## config.mk

```make
export PLATFORM = sky130hd
export DESIGN_NAME = reservation_station
export DESIGN_NICKNAME = d
export VERILOG_FILES = /design/src/rtl/qu_common.sv /design/src/rtl/reservation_station_rs_issue_select.sv /design/src/rtl/reservation_station.sv
export SDC_FILE = /design/constraint.sdc
export NUM_CORES = 2
export LEC_CHECK = 0
export ABC_AREA = 1
export BUFFER_PORTS_ARGS = -buffer_cell sky130_fd_sc_hd__buf_4
export CELL_PAD_IN_SITES_DETAIL_PLACEMENT = 2
export CELL_PAD_IN_SITES_GLOBAL_PLACEMENT = 2
export CORE_MARGIN = 5
export CORE_UTILIZATION = 38
export CTS_CLUSTER_DIAMETER = 200
export DETAILED_ROUTE_END_ITERATION = 6
export PLACE_DENSITY = 0.85
export RECOVER_POWER = 50
export SLEW_MARGIN = 20
export SYNTH_ARGS = -nofsm -noshare
export SYNTH_HDL_FRONTEND = slang
export SYNTH_SLANG_ARGS = --single-unit
export TNS_END_PERCENT = 100
```

## constraint.sdc

```tcl
create_clock -name clk -period 6.7 [get_ports clk]
set_input_delay 1.005 -clock clk [delete_from_list [all_inputs] [get_ports clk]]
set_output_delay 1.005 -clock clk [all_outputs]
set_load 0.01 [all_outputs]
```

## src/rtl/qu_common.sv

```systemverilog
// Shared reservation-station types: entry geometry, the stored uop cell and the CDB bundle.
package qu_common;

  localparam int RES_ST_DEPTH    = 8;
  localparam int RES_ST_ADDR_W   = $clog2(RES_ST_DEPTH);
  localparam int RES_ST_CNT_W    = RES_ST_ADDR_W + 1;
  localparam int RES_ST_OP_WIDTH = 6;
  localparam int ROB_DEPTH       = 16;
  localparam int ROB_ADDR_W      = $clog2(ROB_DEPTH);

  typedef logic [RES_ST_ADDR_W-1:0] res_st_addr_t;
  typedef logic [ROB_ADDR_W-1:0]    rob_addr_t;

  // rj/rk are the operand-ready bits; rename drives them as the inverse of its busy table.
  typedef struct packed {
    logic [RES_ST_OP_WIDTH-1:0] op;
    res_st_addr_t               qj;
    res_st_addr_t               qk;
    logic [31:0]                vj;
    logic [31:0]                vk;
    logic [31:0]                a;
    rob_addr_t                  rob_addr;
    logic                       rj;
    logic                       rk;
  } res_st_cell_t;

  typedef struct packed {
    logic         valid;
    res_st_addr_t tag;
    logic [31:0]  data;
  } cdb_t;

  // A pending operand captures the broadcast when its producer tag matches.
  function automatic logic cdb_hit(input cdb_t cdb, input logic rdy, input res_st_addr_t q);
    return cdb.valid && !rdy && (q == cdb.tag);
  endfunction

endpackage

```

## src/rtl/reservation_station_rs_issue_select.sv

```systemverilog
// Lowest-index priority encoder: ready vector in, (valid, index) out. Purely combinational.
module rs_issue_select #(
  parameter int N     = 8,
  parameter int IDX_W = (N > 1) ? $clog2(N) : 1
) (
  input  logic [N-1:0]     ready_i,
  output logic             valid_o,
  output logic [IDX_W-1:0] idx_o
);

  // Scan from the top down so the lowest set bit is the last one written.
  always_comb begin
    valid_o = 1'b0;
    idx_o   = '0;
    for (int i = N - 1; i >= 0; i--) begin
      if (ready_i[i]) begin
        valid_o = 1'b1;
        idx_o   = IDX_W'(i);
      end
    end
  end

endmodule

```

## src/rtl/reservation_station.sv

```systemverilog
// Reservation station: holds renamed uops, snoops the CDB for operands, issues one ready entry per cycle.
// Issue fields are combinational from the entry array; a stalled selection is pinned until accepted or flushed.
module reservation_station
  import qu_common::*;
(
  input  logic                       clk,
  input  logic                       rst,
  input  logic                       flush_in,
  input  logic                       res_st_wr_en_in,
  input  res_st_addr_t               res_st_wr_addr_in,
  input  res_st_cell_t               res_st_data_in,
  output logic                       res_st_full_out,
  output logic                       res_st_overflow_out,
  output logic [RES_ST_CNT_W-1:0]    res_st_count_out,
  input  logic                       cdb_valid_in,
  input  res_st_addr_t               cdb_tag_in,
  input  logic [31:0]                cdb_data_in,
  output logic                       issue_valid_out,
  input  logic                       issue_ready_in,
  output logic [RES_ST_OP_WIDTH-1:0] issue_op_out,
  output logic [31:0]                issue_vj_out,
  output logic [31:0]                issue_vk_out,
  output logic [31:0]                issue_a_out,
  output rob_addr_t                  issue_rob_addr_out,
  output res_st_addr_t               issue_tag_out
);

  res_st_cell_t             cells_q [RES_ST_DEPTH];
  res_st_cell_t             cells_d [RES_ST_DEPTH];
  logic [RES_ST_DEPTH-1:0]  busy_q, busy_d;
  logic                     hold_vld_q, hold_vld_d;
  res_st_addr_t             hold_idx_q, hold_idx_d;
  logic                     overflow_q, overflow_d;
  logic [RES_ST_CNT_W-1:0]  count_q, count_d;

  cdb_t                     cdb;
  logic [RES_ST_DEPTH-1:0]  ready_vec;
  logic                     enc_vld;
  res_st_addr_t             enc_idx;
  logic                     sel_vld;
  res_st_addr_t             sel_idx;
  logic                     fire;
  logic                     wr_ok;
  res_st_cell_t             wr_cell;

  assign cdb = '{valid: cdb_valid_in, tag: cdb_tag_in, data: cdb_data_in};

  always_comb begin
    for (int i = 0; i < RES_ST_DEPTH; i++) begin
      ready_vec[i] = busy_q[i] && cells_q[i].rj && cells_q[i].rk;
    end
  end

  rs_issue_select #(.N(RES_ST_DEPTH), .IDX_W(RES_ST_ADDR_W)) u_select (
    .ready_i (ready_vec),
    .valid_o (enc_vld),
    .idx_o   (enc_idx)
  );

  // A held index stays ready: its entry is busy and ready bits never drop while busy.
  assign sel_vld         = hold_vld_q || enc_vld;
  assign sel_idx         = hold_vld_q ? hold_idx_q : enc_idx;
  assign issue_valid_out = sel_vld && !flush_in;
  assign fire            = issue_valid_out && issue_ready_in;
  assign wr_ok           = res_st_wr_en_in && !busy_q[res_st_wr_addr_in];

  assign issue_op_out       = issue_valid_out ? cells_q[sel_idx].op       : '0;
  assign issue_vj_out       = issue_valid_out ? cells_q[sel_idx].vj       : '0;
  assign issue_vk_out       = issue_valid_out ? cells_q[sel_idx].vk       : '0;
  assign issue_a_out        = issue_valid_out ? cells_q[sel_idx].a        : '0;
  assign issue_rob_addr_out = issue_valid_out ? cells_q[sel_idx].rob_addr : '0;
  assign issue_tag_out      = issue_valid_out ? sel_idx                   : '0;

  // Incoming operands that match a same-cycle broadcast are stored already ready.
  always_comb begin
    wr_cell = res_st_data_in;
    if (cdb_hit(cdb, res_st_data_in.rj, res_st_data_in.qj)) begin
      wr_cell.vj = cdb.data;
      wr_cell.rj = 1'b1;
    end
    if (cdb_hit(cdb, res_st_data_in.rk, res_st_data_in.qk)) begin
      wr_cell.vk = cdb.data;
      wr_cell.rk = 1'b1;
    end
  end

  always_comb begin
    cells_d = cells_q;
    busy_d  = busy_q;
    for (int i = 0; i < RES_ST_DEPTH; i++) begin
      if (busy_q[i] && cdb_hit(cdb, cells_q[i].rj, cells_q[i].qj)) begin
        cells_d[i].vj = cdb.data;
        cells_d[i].rj = 1'b1;
      end
      if (busy_q[i] && cdb_hit(cdb, cells_q[i].rk, cells_q[i].qk)) begin
        cells_d[i].vk = cdb.data;
        cells_d[i].rk = 1'b1;
      end
    end
    if (fire) begin
      busy_d[sel_idx] = 1'b0;
    end
    if (wr_ok) begin
      cells_d[res_st_wr_addr_in] = wr_cell;
      busy_d[res_st_wr_addr_in]  = 1'b1;
    end
    if (flush_in) begin
      busy_d = '0;
    end

    overflow_d = res_st_wr_en_in && busy_q[res_st_wr_addr_in] && !flush_in;
    hold_vld_d = issue_valid_out && !issue_ready_in;
    hold_idx_d = sel_idx;

    count_d = '0;
    for (int i = 0; i < RES_ST_DEPTH; i++) begin
      count_d = count_d + RES_ST_CNT_W'(busy_d[i]);
    end
  end

  always_ff @(posedge clk or negedge rst) begin
    if (!rst) begin
      for (int i = 0; i < RES_ST_DEPTH; i++) begin
        cells_q[i] <= '0;
      end
      busy_q     <= '0;
      hold_vld_q <= 1'b0;
      hold_idx_q <= '0;
      overflow_q <= 1'b0;
      count_q    <= '0;
    end else begin
      for (int i = 0; i < RES_ST_DEPTH; i++) begin
        cells_q[i] <= cells_d[i];
      end
      busy_q     <= busy_d;
      hold_vld_q <= hold_vld_d;
      hold_idx_q <= hold_idx_d;
      overflow_q <= overflow_d;
      count_q    <= count_d;
    end
  end

  assign res_st_overflow_out = overflow_q;
  assign res_st_count_out    = count_q;
  assign res_st_full_out     = (count_q == RES_ST_CNT_W'(RES_ST_DEPTH));

endmodule

```

After elaboration in Yosys (flattened, before gate mapping) --
Cells that the tools add are included.
Storage, ports and cells: register bits after elaboration 929, output and inout port bits 116
Cells by class: add/subtract/negate cells 7, $lt $le $gt $ge 7, equal/unequal tests 19, muxes and demuxes 75, bitwise operators 5, reductions and logical operators 99
Operators by type and width (number):
- 912-bit bitwise mux | 1
- 900-bit two-way mux | 1
- 32-bit two-way mux | 21
- 114-bit binary-select mux with 3-bit select | 1
- 114-bit demux with 3-bit select | 1
- 114-bit two-way mux | 3
- 1-bit logical AND | 77
- 3-bit == test | 18
- 3-bit two-way mux | 10
- 1-bit two-way mux | 29
- 8-bit two-way mux | 3
- 1-bit logical NOT | 21
- 4-bit by 1-bit adder with 4-bit output | 4
- 8-bit bitwise AND | 1
- 4-bit greater-or-equal comparator (second input constant) | 2
- 3-bit by 4-bit less-than comparator with 1-bit output (second input constant) | 2
- 3-bit inverter with 4-bit output | 2
- 8-bit inverter | 1
- 8-bit bitwise OR | 1
- 1-bit demux with 3-bit select | 2
- 3-bit by 1-bit greater-or-equal comparator with 1-bit output (second input constant) | 2
- 6-bit two-way mux | 1
- 3-bit by 1-bit adder with 4-bit output | 1
- 4-bit == test (second input constant) | 1
- other kinds (6) | 6

Depth between registers and ports, before layout --
word-level depth 28, depth in mapped cells 24, gate-level depth less buffers 22

By module --
A second synthesis with hierarchy kept.
Second synthesis, totals: cell total of the unflattened synthesis 7466, area total of the unflattened synthesis 51535.7 µm²
By module, submodules not included:
- reservation_station | instances 1, cells an instance 7444, area each 51436.8 µm², sequential area each 23247.3 µm²
- rs_issue_select | instances 1, cells an instance 22, area each 98.8 µm², sequential area each 0.0 µm²

Least setup slack after synthesis --
OpenSTA, ideal clock, no wires.
path type input port to flip-flop, from input port res_st_wr_addr_in[0], to register count_q[2] (netlist: res_st_count_out[2]), library setup time 0.123 ns, data arrival time 4.406 ns, required time 6.577 ns, path slack 2.171 ns, cell stages on the path 21, cell sequence buf_4 nand2_1 o21ai_0 nand2_1 nand2_1 nand2_1 nand2_1 nor2_4 nand2_1 buf_2 buf_2 nand2_1 nand2_1 fa_1 fa_1 fa_1 inv_1 ha_1 inv_1 fa_1 xnor2_1
On the way: longest elaborated chain between the ends 14, elaborated cells on any way between the ends 19, those cells by class 7 x add/sub; 2 x order compare; 6 x mux; 1 x bitwise; 3 x reduce/logical
Ends and longest elaborated chain:
- start: declaration | line reservation_station.sv:10 | input res_st_addr_t res_st_wr_addr_in,
- 3-bit by 4-bit less-than comparator with 1-bit output (not written as such) or 3-bit by 1-bit greater-or-equal comparator with 1-bit output (tied branches) | line reservation_station.sv:105 | busy_d[res_st_wr_addr_in] = 1'b1;
- 1-bit logical AND (not written as such) | line reservation_station.sv:105
- 1-bit two-way mux (not written as such) | line reservation_station.sv:105
- 1-bit demux with 3-bit select | line reservation_station.sv:105
- 8-bit bitwise OR (no line)
- 8-bit two-way mux * | line reservation_station.sv:103 | if (wr_ok) begin
- 8-bit two-way mux * | line reservation_station.sv:107 | if (flush_in) begin
- 1-bit by 1-bit adder with 2-bit output | line reservation_station.sv:117 | count_d = count_d + RES_ST_CNT_W'(busy_d[i]);
- 2-bit by 1-bit adder with 3-bit output | line reservation_station.sv:117
- 3-bit by 1-bit adder with 4-bit output | line reservation_station.sv:117
- 4-bit by 1-bit adder with 4-bit output (3 in series) | line reservation_station.sv:117
- 4-bit by 1-bit adder with 4-bit output * | line reservation_station.sv:117
- via count_d[2] | line reservation_station.sv:34 | logic [RES_ST_CNT_W-1:0] count_q, count_d;
- end signal: assignment | line reservation_station.sv:139 | count_q <= count_d;
- end: declaration | line reservation_station.sv:34
The timed path passes the listed nets; every way through them passes the cells marked *. The select of a mux whose other input is x is not followed. A chain may end at the register's enable or synchronous reset.

Final worst setup path --
from register cells_q[342] (netlist name), to output port issue_vk_out[25]
On the way: longest elaborated chain between the ends 12, elaborated cells on any way between the ends 19, those cells by class 15 x mux; 1 x bitwise; 3 x reduce/logical
Ends and longest elaborated chain:
- start: declaration | line reservation_station.sv:28 | res_st_cell_t cells_q [RES_ST_DEPTH];
- start signal: indexed assignment | line reservation_station.sv:133 | cells_q[i] <= cells_d[i];
- 1-bit logical AND * | line reservation_station.sv:50 | ready_vec[i] = busy_q[i] && cells_q[i].rj && cells_q[i].rk;
- 3-bit two-way mux (5 in series) | line reservation_station_rs_issue_select.sv:16 | if (ready_i[i]) begin
- 3-bit two-way mux | line reservation_station.sv:62 | assign sel_idx = hold_vld_q ? hold_idx_q : enc_idx;
- 3-bit inverter with 4-bit output (not written as such) | line reservation_station.sv:69 | assign issue_vk_out = issue_valid_out ? cells_q[sel_idx].vk : '0;
- 114-bit binary-select mux with 3-bit select | line reservation_station.sv:69
- 114-bit two-way mux (2 in series)
- 32-bit two-way mux * | line reservation_station.sv:69
- end: declaration | line reservation_station.sv:22 | output logic [31:0] issue_vk_out,
Every way passes the cells marked *; elsewhere a longest branch is shown, timed or not. The select of a mux whose other input is x is not followed.

==> impl_results.md <==
* Cell Rows at about 130
* Grt ovf at 0
* Synthesized instance count at 6978
* Max VDD drop at between 0.15 and 0.2 mV
* RSZ-0062 raised after global routing: false
* Tightest Pin Transition at about 5400 ps
* P_leak at 0.0288 µW
* Failing checks: max-capacitance violations, max-slew violations
* Initial Util at around two fifths
* Setup tns final at 0 ps
* Post-DP HPWL at between 100000 and 150000 µm
* IO Port Bufs at ~270
* CTS tree: yes
* Worst path required time at approximately 5700 ps
* Die Y at 371 µm
* Worst Reg-to-Reg Cells at 18
* Final Max Tran Viols at between 200 and 300
* # IOs at 274
* Nets at 7119
* DIE AREA at about 140000 µm²
* Placed Area at roughly 52000 µm²
* Setup CP Type: reg -> out
* CTS sink count at 929
* Status: complete, but fails checks
* Clk_skew at 30.8 ps
* Fmax at 0.169 GHz
* Clock Latency Late Sink at ~720 ps
* RePlAce Congestion at 0.813
* Slew headroom at -263%
* Mapped cell area at slightly below 50000 µm²
* Seq/Total Area, Yosys at a little under half
* Vias post-DR at 51300
* Area leader, netlist: dfrtp_1
* Area Growth Syn to Fin at 13.0%
* Number of flops mapped to enable cells by yosys at 0
* Iter 0 DRT Violations at about 4000
* CTS Root Buffer Type: clkbuf_16
* Layout cells sized above 1 at between 8 and 9%
* Synth area leaders: dfrtp_1 (47%), nand2_1 (23%), o21ai_0 (13%)
* Most common cell in the synthesized netlist: nand2_1
* DR vias/cell at between 5 and 6
* Worst r2r dst: res_st_count_out[2]
* Setup-failing EPs final at 0
* Die X at around 370 µm
* First-pass GRT wire length at 358000 µm
* CP endpoint kind: output port
* Final antenna-violating net count at 0
* Setup crit start kind: flip-flop
* Top cells by count, synth: nand2_1 (3098), o21ai_0 (1268), dfrtp_1 (929)
* Area share of the largest cell type after synthesis at 46.9%
* Final wirelength at approximately 240000 µm
* Seq cells post-synth at between 900 and 1000
* Max cap viols at 4
* Residual DRC at 0
* Final min period at just under 6000 ps
* Hold buffer count at cts at 0
* Total CTS buffers at 110
* Crit Reg-Reg Startpoint: busy_q[2]
* Mean Syn Cell Area at 7.10 µm²
* Hold Vio Cnt, Final at 0
* FFs w/ async S/R, synth at 100%
* Core Box Area at roughly 130000 µm²
* WP data arrival at between 4000 and 5000 ps
* Fin area at 56000 µm²
* CTS clk-pin slew, worst paths at around 70 ps
* Critical Path Source: cells_q[342]
* DRT Pass-1 Iters at 5
* Post-cts sizing count at 0
* Ys flop type: dfrtp_1
* CP Max Fanout at 70
* Reg-to-reg slack, setup at 780 ps
* Setup Buffers After CTS at 0
* Syn Nets at 7143
* Initial antenna violation count at 15
* Syn. warnings at 0
* Vias in the first global route at around 58000
* Synth unique cells at 39
* WL per Instance at approximately 27 µm
* Crit path capture: issue_vk_out[25]
* Clk buf depth at 3
* Pwr dens at approximately 330 nW/µm²
* Final period utilization at 88.4%
* Fill count at 15000
* Largest net degree at the start of global routing at 166
* All-Layer GR Usage at between 30% and 40%
* Hold Crit Class: reg -> reg
* Htree depth at 3
per-stage QoR:
stage | utilization (%) | instances | total power (µW) | worst slack, ps | hold WS [ps]
floorplan | - | 6978 | 10200 | 2170 | 444
global placement | 40.5 | 8584 | 11400 | 1690 | 457
detailed placement | 40.5 | 8584 | 11800 | 1490 | 468
CTS | 43.3 | 8787 | 18300 | 947 | 347
global route | 43.2 | 8791 | 19200 | 481 | 492
finish | 43.2 | 8795 | 18300 | 774 | 482
worst max-delay path: stages (launching register included):
cell and delay (ps):
dfrtp_1 430, nand3_1 170, nand2_1 160, inv_2 60, nand2_1 90, nand2_1 90
nand2_2 150, nand2_8 470, nor2_8 810, buf_4 870, nand2_1 160, o21ai_0 160
nor2_1 90, nand2_1 70, nand2_1 150, buf_4 190
layout by cell type (no fill, tap or decap), drive strengths merged, types with 30 or more instances in the layout:
cell / instances
nand3b: 113
nor2: 458
clkbuf: 175
inv: 343
o21ai: 1392
buf: 352
dfrtp: 929
xnor2: 43
nand2: 3106
clkinv: 30
kinds of logic after synthesis:
kind of cell	synth area share (%)
compound gates	15.2
xor+xnor	0.813
fa+ha+maj	0.237
buf+inv	7.31
flops	46.9
simple gates	29.5
flip-flops by register name (all words and copies together), names as in the netlist:
name	flops
cells_q	912
busy_q	8
res_st_count_out	4
hold_idx_q	3
hold_vld_q	1
res_st_overflow_out	1
power by group:
part           switching, µW  total (µW)  internal, µW
Clock                   2700        6220          3520
Sequential               736        7530          6800
Combinational           3080        4570          1490
worst min path at each step:
| stage | startpoint | to | slack [ps] | cells past startpoint |
|---|---|---|---|---|
| after floorplan | cells_q[458] | cells_q[458] | 440 | 2 |
| after global placement | cells_q[680] | cells_q[680] | 460 | 2 |
| after detailed placement | cells_q[564] | cells_q[564] | 470 | 2 |
| after CTS | rst | cells_q[822] | 350 | 1 |
| after global routing | issue_ready_in | hold_vld_q | 490 | 2 |
| final | cells_q[223] | cells_q[223] | 480 | 2 |
metal layers:
layer / vias up / GRT usage (%) / wire [µm]
met5: - / 0 / 24
met4: 4 / 14.2 / 10100
met3: 593 / 4.70 / 14900
met2: 1978 / 58.2 / 115000
met1: 26800 / 42.5 / 97800
li1: 21900 / - / -
layout make-up:
cell class / instances / area [µm²] / area share, %
antenna: 8 / 20.0 / 0.0358
clock buffer: 169 / 3210 / 5.73
clock inverter: 34 / 390 / 0.698
inverter: 348 / 1320 / 2.35
multi-input combinational: 5206 / 22800 / 40.7
sequential: 929 / 23200 / 41.5
tap: 1742 / 2180 / 3.90
timing repair buffer: 359 / 2800 / 5.01
(Power assumes the default switching activity.)
